==> config.mk <==
export PLATFORM = sky130hd
export DESIGN_NAME = detector_event_capture
export DESIGN_NICKNAME = d
export VERILOG_FILES = /design/src/rtl/detector_event_capture.sv
export SDC_FILE = /design/constraint.sdc
export NUM_CORES = 1
export LEC_CHECK = 0
export CAP_MARGIN = 5
export CORE_MARGIN = 2
export CORE_UTILIZATION = 35
export CTS_BUF_LIST = sky130_fd_sc_hd__clkbuf_16
export DETAILED_ROUTE_END_ITERATION = 8
export GPL_TIMING_DRIVEN = 0
export PLACE_DENSITY = 0.48
export SYNTH_ARGS = -nofsm -noshare
export SYNTH_HDL_FRONTEND = slang
export SYNTH_SLANG_ARGS = --single-unit
export TNS_END_PERCENT = 100
==> constraint.sdc <==
create_clock -name clk -period 7.7 [get_ports clk]
set_clock_uncertainty 0.1 [all_clocks]
set_input_delay 1.54 -clock clk [delete_from_list [all_inputs] [get_ports clk]]
set_output_delay 1.54 -clock clk [all_outputs]
set_load 0.02 [all_outputs]
==> src/rtl/detector_event_capture.sv <==
// rtl/detector_event_capture.sv - detector sync, dead-time edge capture, timestamped event FIFO
//
// Ports:
//   clk, reset       system clock, synchronous active-high reset
//   activate         capture enable; timestamp runs and hits are accepted only while high
//   detectors        asynchronous detector pulses, one bit per channel
//   ev_valid/ev_ready  show-ahead event handshake toward the serializer
//   ev_mask          channels hit in the head event's cycle
//   ev_rollover      head event marks a timestamp wrap
//   ev_timestamp     timestamp of the head event
//   overflow         sticky: at least one event was dropped on a full FIFO
//   drop_count       saturating count of dropped events
module detector_event_capture #(
    parameter int NCH         = 4,
    parameter int TS_W        = 32,
    parameter int DEAD_CYCLES = 4,
    parameter int FIFO_DEPTH  = 16
) (
    input  logic            clk,
    input  logic            reset,
    input  logic            activate,
    input  logic [NCH-1:0]  detectors,
    output logic            ev_valid,
    input  logic            ev_ready,
    output logic [NCH-1:0]  ev_mask,
    output logic            ev_rollover,
    output logic [TS_W-1:0] ev_timestamp,
    output logic            overflow,
    output logic [15:0]     drop_count
);

    localparam int DW = (DEAD_CYCLES > 0) ? $clog2(DEAD_CYCLES + 1) : 1;
    localparam int AW = $clog2(FIFO_DEPTH);
    localparam int EW = NCH + 1 + TS_W;

    logic [NCH-1:0]  s1, s2, s3;
    logic [DW-1:0]   dead_cnt [NCH];
    logic [TS_W-1:0] ts;
    logic            wrap_q;
    logic            act_q;

    logic [NCH-1:0]  raw_hit;
    logic [NCH-1:0]  hit;
    logic            rollover;
    logic            push;
    logic            pop;
    logic            push_ok;
    logic            drop;
    logic            full;
    logic            empty;

    logic [EW-1:0]   mem [FIFO_DEPTH];
    logic [AW:0]     wr_ptr, rd_ptr;
    logic [EW-1:0]   head;

    // Two-flop synchronizer plus one history stage for edge detection.
    always_ff @(posedge clk) begin
        if (reset) begin
            s1 <= '0;
            s2 <= '0;
            s3 <= '0;
        end else begin
            s1 <= detectors;
            s2 <= s1;
            s3 <= s2;
        end
    end

    always_comb begin
        raw_hit = s2 & ~s3;
        hit     = '0;
        for (int i = 0; i < NCH; i++) begin
            hit[i] = raw_hit[i] & activate & (dead_cnt[i] == '0);
        end
    end

    // Dead counters keep counting down even while capture is disabled.
    always_ff @(posedge clk) begin
        for (int i = 0; i < NCH; i++) begin
            if (reset) begin
                dead_cnt[i] <= '0;
            end else if (hit[i]) begin
                dead_cnt[i] <= DW'(DEAD_CYCLES);
            end else if (dead_cnt[i] != '0) begin
                dead_cnt[i] <= dead_cnt[i] - DW'(1);
            end
        end
    end

    // Timestamp is held at zero while inactive; wrap_q flags the cycle where
    // ts reads zero because it just wrapped, not because capture restarted.
    always_ff @(posedge clk) begin
        if (reset) begin
            ts     <= '0;
            wrap_q <= 1'b0;
            act_q  <= 1'b0;
        end else begin
            ts     <= activate ? ts + TS_W'(1) : '0;
            wrap_q <= activate && (ts == '1);
            act_q  <= activate;
        end
    end

    assign rollover = wrap_q & activate;
    assign push     = activate & ((|hit) | rollover);

    // FIFO: pointers carry one extra bit to tell full from empty.
    assign empty    = (wr_ptr == rd_ptr);
    assign full     = (wr_ptr[AW-1:0] == rd_ptr[AW-1:0]) && (wr_ptr[AW] != rd_ptr[AW]);
    assign ev_valid = ~empty;
    assign pop      = ev_valid & ev_ready;
    // A pop in the same cycle frees the slot the push needs.
    assign push_ok  = push & (~full | pop);
    assign drop     = push & full & ~pop;

    always_ff @(posedge clk) begin
        if (push_ok) begin
            mem[wr_ptr[AW-1:0]] <= {hit, rollover, ts};
        end
    end

    always_ff @(posedge clk) begin
        if (reset) begin
            wr_ptr <= '0;
            rd_ptr <= '0;
        end else begin
            if (push_ok) begin
                wr_ptr <= wr_ptr + (AW+1)'(1);
            end
            if (pop) begin
                rd_ptr <= rd_ptr + (AW+1)'(1);
            end
        end
    end

    assign head         = mem[rd_ptr[AW-1:0]];
    assign ev_mask      = ev_valid ? head[EW-1 -: NCH] : '0;
    assign ev_rollover  = ev_valid ? head[TS_W] : 1'b0;
    assign ev_timestamp = ev_valid ? head[TS_W-1:0] : '0;

    // A rising activate starts a fresh drop tally; a drop in that same
    // cycle is still counted.
    always_ff @(posedge clk) begin
        if (reset) begin
            overflow   <= 1'b0;
            drop_count <= '0;
        end else if (activate && !act_q) begin
            overflow   <= drop;
            drop_count <= drop ? 16'd1 : 16'd0;
        end else if (drop) begin
            overflow <= 1'b1;
            if (drop_count != 16'hFFFF) begin
                drop_count <= drop_count + 16'd1;
            end
        end
    end

endmodule
* Word-level counts from Yosys, hierarchy flattened
Memory sizes are Yosys's and may differ from the RTL's. A register that Yosys moved wholly into a read port is not among the register bits.
Cells that the tools add are included.
** Word-level totals
- Bits in registers :: 73
- Memories kept :: 2
- Input port bits :: 8
- Memory bits (writable) :: 604
** Memories
- mem :: words 16, bits a word 37, read ports 1, clocked after memory_dff 1, write ports 1, line 52 : logic [EW-1:0] mem [FIFO_DEPTH];
- dead_cnt :: words 4, bits a word 3, read ports 4, clocked after memory_dff 0, write ports 4, line 37 : logic [DW-1:0] dead_cnt [NCH];
** Operators by class
- Reduce and logical (&&, ||, !) cells :: 17
- Bitwise operators :: 30
- Eq/ne operators :: 5
- Multiplexer cells :: 51
- $add $sub $neg :: 8
** Operators with widths (number)
- two-way mux 16 bit :: 3
- two-way mux 1 bit :: 36
- adder 32 x 1 -> 32 bit, second input constant :: 1
- equality test 32 bit, second input constant :: 1
- two-way mux 32 bit :: 1
- two-way mux 3 bit :: 8
- adder 16 x 1 -> 16 bit, second input constant :: 1
- inequality test 16 bit, second input constant :: 1
- bitwise AND 1 bit :: 14
- logical NOT 3 bit :: 4
- two-way mux 4 bit :: 3
- nonzero test 3 bit :: 4
- subtractor 3 x 1 -> 3 bit, second input constant :: 4
- adder 5 x 1 -> 5 bit, second input constant :: 2
- bitwise OR 1 bit :: 10
- equality test 5 bit :: 1
- bitwise AND 4 bit :: 1
- equality test 4 bit :: 1
- inverter 1 bit :: 4
- inverter 4 bit :: 1
- nonzero test 2 bit :: 2
- OR reduction 4 bit :: 1
- logical AND 1 bit :: 3
- AND reduction 2 bit :: 1
- other kinds (3) :: 3

* Logic depth before layout (Yosys ltp)
- Depth in word-level cells :: 11
- Gate-level depth with buffers :: 10
- Depth with buffers taken out :: 8

* Worst setup path before layout
OpenSTA, ideal clock, no wires.
- Path kind :: input to register
- From :: in activate
- To :: mem mem[1][0] in the netlist's numbering, enable pin
- Required time :: 7.123 ns
- Slack :: 1.381 ns
- Stages on the path :: 8
- Arrival time :: 5.742 ns
- Setup time :: 0.477 ns
- Buffers on the path :: 2
- Cells stage by stage :: buf_4 nand3b_1 nor3b_2 o41ai_1 clkbuf_1 a21oi_1 nand2_1 nor3_1
** On the way
- Longest elaborated chain between the ends :: 8
- Elaborated cells between the ends (all ways) :: 15
- Those cells by class :: mux (2); bitwise (12); reduce/logical (1)
** Ends and longest elaborated chain
- from (decl) :: line 21 : input logic activate,
- bitwise AND 1 bit (2 in series) :: line 73 : hit[i] = raw_hit[i] & activate & (dead_cnt[i] == '0);
- named net hit[3] :: line 43 : logic [NCH-1:0] hit;
- OR reduction 4 bit :: line 105 : assign push = activate & ((|hit) | rollover);
- bitwise OR 1 bit :: line 105
- bitwise AND 1 bit :: line 105
- bitwise AND 1 bit :: line 113 : assign push_ok = push & (~full | pop);
- two-way mux 1 bit :: line 117 : if (push_ok) begin
- two-way mux 1 bit (implied by the code) :: line 118 : mem[wr_ptr[AW-1:0]] <= {hit, rollover, ts};
- to (decl) :: line 52
The timed path passes the listed nets, and every way through them passes these cells.

==> summary.md <==
| Metric | Value |
|---|---|
| Mapped cell area | `26500 sq um` |
| Detailed router's first-iteration violation count | `1065` |
| Area growth syn-to-layout | `18.5%` |
| Max Fclk | `170 MHz` |
| Setup Crit Path Kind | `flop to primary output` |
| Final Critical Period | `5.87 ns` |
| P_int | `0.00619 W` |
| Worst-path fanout max | `10` |
| CTS Buf Count | `73` |
| CP startpoint kind | `flop` |
| Wirelength per Cell | `25.9 um` |
| Synth Instances | `1309` |
| Synth warnings | `0` |
| Hold Vio Cnt, Final | `0` |
| Area of the die | `77800 sq um` |
| CTS tree | `yes` |
| Pleak | `9.31 nW` |
| RR Startpoint | `dead_cnt[3][0]` |
| Drt total wl | `65000 um` |
| Mean area per synthesized cell | `20.2 sq um` |
| Final std cells w/o fill | `2514` |
| Die width | `279 um` |
| First-pass GRT wire length | `95500 um` |
| Vias | `13100` |
| CTS Sinks | `681` |
| Largest net degree at the start of global routing | `22` |
| Sw Share | `22.1%` |
| Starting Density | `35.4%` |
| Reg2Reg Depth | `10` |
| Final #Nets | `1511` |
| H-Tree Depth | `3` |
| Post-synth net total | `1332` |
| Post-synthesis sequential area ratio | `74.4%` |
| Initial antenna violation count | `0` |
| Design area | `31400 sq um` |
| Dpl cells | `2382` |
| # Max-Cap Violations | `0` |
| Slew headroom | `18.0%` |
| Die Span Y | `279 um` |
| RSZ-0062 raised after global routing | `no` |
| Clock Power Share | `41.1%` |
| FF+latch count, synth | `681` |
| Worst hold path type | `flop to flop` |
| CP endpoint | `ev_timestamp[20]` |
| IO buf count | `60` |
| Yosys cell types | `48` |
| ANT cells | `0` |
| Outcome | `complete, no violations` |
| Post-CTS sizing | `0` |
| Commonest non-fill, non-tap cells in the layout | `edfxtp_1 (604), mux4_2 (185), dfxtp_1 (77)` |
| Worst Path Arrival | `4.23 ns` |
| Post-Place Cell Area | `29100 sq um` |
| Clk_lat worst skew | `0.60 ns` |
| Drt drc | `0` |
| Core area | `74700 sq um` |
| Reg2reg setup slack | `3.06 ns` |
| Fillcell total | `6487` |
| Post-DP HPWL | `40800 um` |
| Vias/cell | `5.19` |
| Final Max Tran Viols | `0` |
| Worst Tran Pin Value | `1.23 ns` |
| Crit. End Element | `primary output` |
| Power per cell area | `254 nW/um^2` |
| Final worst-path cycle share | `76.3%` |
| Worst-path clk slew | `0.06 ns` |
| Commonest non-fill, non-tap cell in the layout | `edfxtp_1` |
| Quantity of hold-fixing buffers added after cts | `0` |
| IO Pins | `63` |
| Gr ovfl total | `0` |
| Setup Viol. Count Final | `0` |
| Share of cells above drive strength 1 | `24.3%` |
| Row count | `100` |
| Sequential power share | `51.0%` |
| Max clock buf depth | `3` |
| Gpl congestion | `0.732` |
| DRT Pass-1 Iters | `5` |
| GRT Total Usage | `17.0%` |
| FF-to-FF End | `mem[0][14]` |
| Power share of the combinational group | `7.9%` |
| Crit path required time | `6.06 ns` |
| CTS root buf | `clkbuf_16` |
| Post-CTS Setup Bufs | `0` |
| Peak VDD IR | `0.172 mV` |
| Antenna Nets Post-Route | `0` |
| Sw power | `0.00176 W` |
| Vias in the first global route | `13800` |
[power by group through the flow]
stage	Combinational [W]	Sequential, W	Clock (W)
floorplan	0.000425	0.00413	0
global route	0.000693	0.00406	0.00349
detailed placement	0.000648	0.00414	0
global placement	0.000634	0.00414	0
finish	0.000631	0.00406	0.00327
CTS	0.000652	0.00406	0.00335
[per-stage QoR]
stage / hold slack [ns] / worst slack (ns) / setup TNS (ns) / total power (W) / util [%]
final: 0.339 / 1.83 / 0 / 0.00796 / 42.0
after global routing: 0.355 / 1.66 / 0 / 0.00824 / 42.0
after CTS: 0.345 / 1.74 / 0 / 0.00806 / 42.0
after detailed placement: 0.331 / 1.69 / 0 / 0.00478 / 39.0
after global placement: 0.325 / -3.62 / -882.55 / 0.00477 / 37.8
after floorplan: 0.314 / 1.38 / 0 / 0.00455 / -
[sequential cells by signal (all words and copies together) (netlist names), 4 cells and up, named ones only]
register,flops
mem,592
wr_ptr,5
s3,4
s1,4
dead_cnt,12
drop_count,16
ts,32
rd_ptr,5
s2,4
[metal layers]
| metal | vias to the layer above | GRT usage (%) | routed length, um |
|---|---|---|---|
| met1 | 7027 | 24.0 | 29400 |
| met5 | - | 0 | 0 |
| met4 | 0 | 4.37 | 1150 |
| met2 | 286 | 28.1 | 31800 |
| li1 | 5659 | - | - |
| met3 | 80 | 2.33 | 2690 |
[critical path: stages, from the launching register on]
cell and delay, ns:
dfxtp_1 0.40, clkbuf_1 0.70, clkbuf_1 0.86, mux4_2 0.42
mux4_2 0.54, and2_1 0.18, clkdlybuf4s50_1 0.53
[worst min path at each step]
stage | start | to | slack [ns] | cells past startpoint
finish | s1[0] | s2[0] | 0.34 | 1
detailed placement | s1[0] | s2[0] | 0.33 | 1
global route | s1[0] | s2[0] | 0.36 | 1
global placement | s1[0] | s2[0] | 0.32 | 1
floorplan | s1[0] | s2[0] | 0.31 | 1
CTS | s1[0] | s2[0] | 0.34 | 1
[cell families (layout without fill, tap and decap cells)]
logic type	after synthesis	count (layout)	share of synthesized area, %
AOI/OAI and AO/OA	35	35	0.761
xor gates and xnor gates	44	44	1.46
adders and majority gates	15	15	0.709
buffers and inverters	86	322	1.40
DFF	681	681	74.4
muxes	189	189	15.9
and+or+nand+nor	259	259	5.40
[synth_stat cells, drive strengths merged]
cell type,count,area (sq um)
o21ai,10,50.1
or3,11,71.3
mux4,185,4170
nand3b,4,33.8
nor4b,2,17.5
and2,42,263
nor3b,6,55.1
or2,2,12.5
buf,26,144
nor4,7,58.8
or4,5,37.5
o41ai,1,8.76
a21oi,15,75.1
dfxtp,77,1540
nand4,12,75.1
clkbuf,36,135
and3,8,56.3
mux2i,3,30.0
and4,5,48.8
o31a,1,8.76
o31ai,4,30.0
clkinv,1,3.75
nand4bb,1,11.3
nand3,16,80.1
inv,23,86.3
xnor2,27,236
a211oi,2,15.0
o22ai,1,6.26
nand2b,5,31.3
xor2,17,149
nand2,24,90.1
nor2,68,255
mux2,1,11.3
nor2b,20,125
edfxtp,604,18100
o21a,1,7.51
ha,15,188
nor3,21,105
[final cells by class]
class / count / area (sq um) / share of cell area (%)
plain buffers: 62 / 279 / 0.890
multi-input cells: 542 / 6520 / 20.8
flip-flops and latches: 681 / 19700 / 62.8
well taps: 969 / 1210 / 3.87
clock inverters: 57 / 334 / 1.07
repair buffers: 104 / 1370 / 4.36
clock buffers: 75 / 1880 / 5.98
inverters: 24 / 90.1 / 0.287
Note: power is estimated with default switching activity, not from simulation.
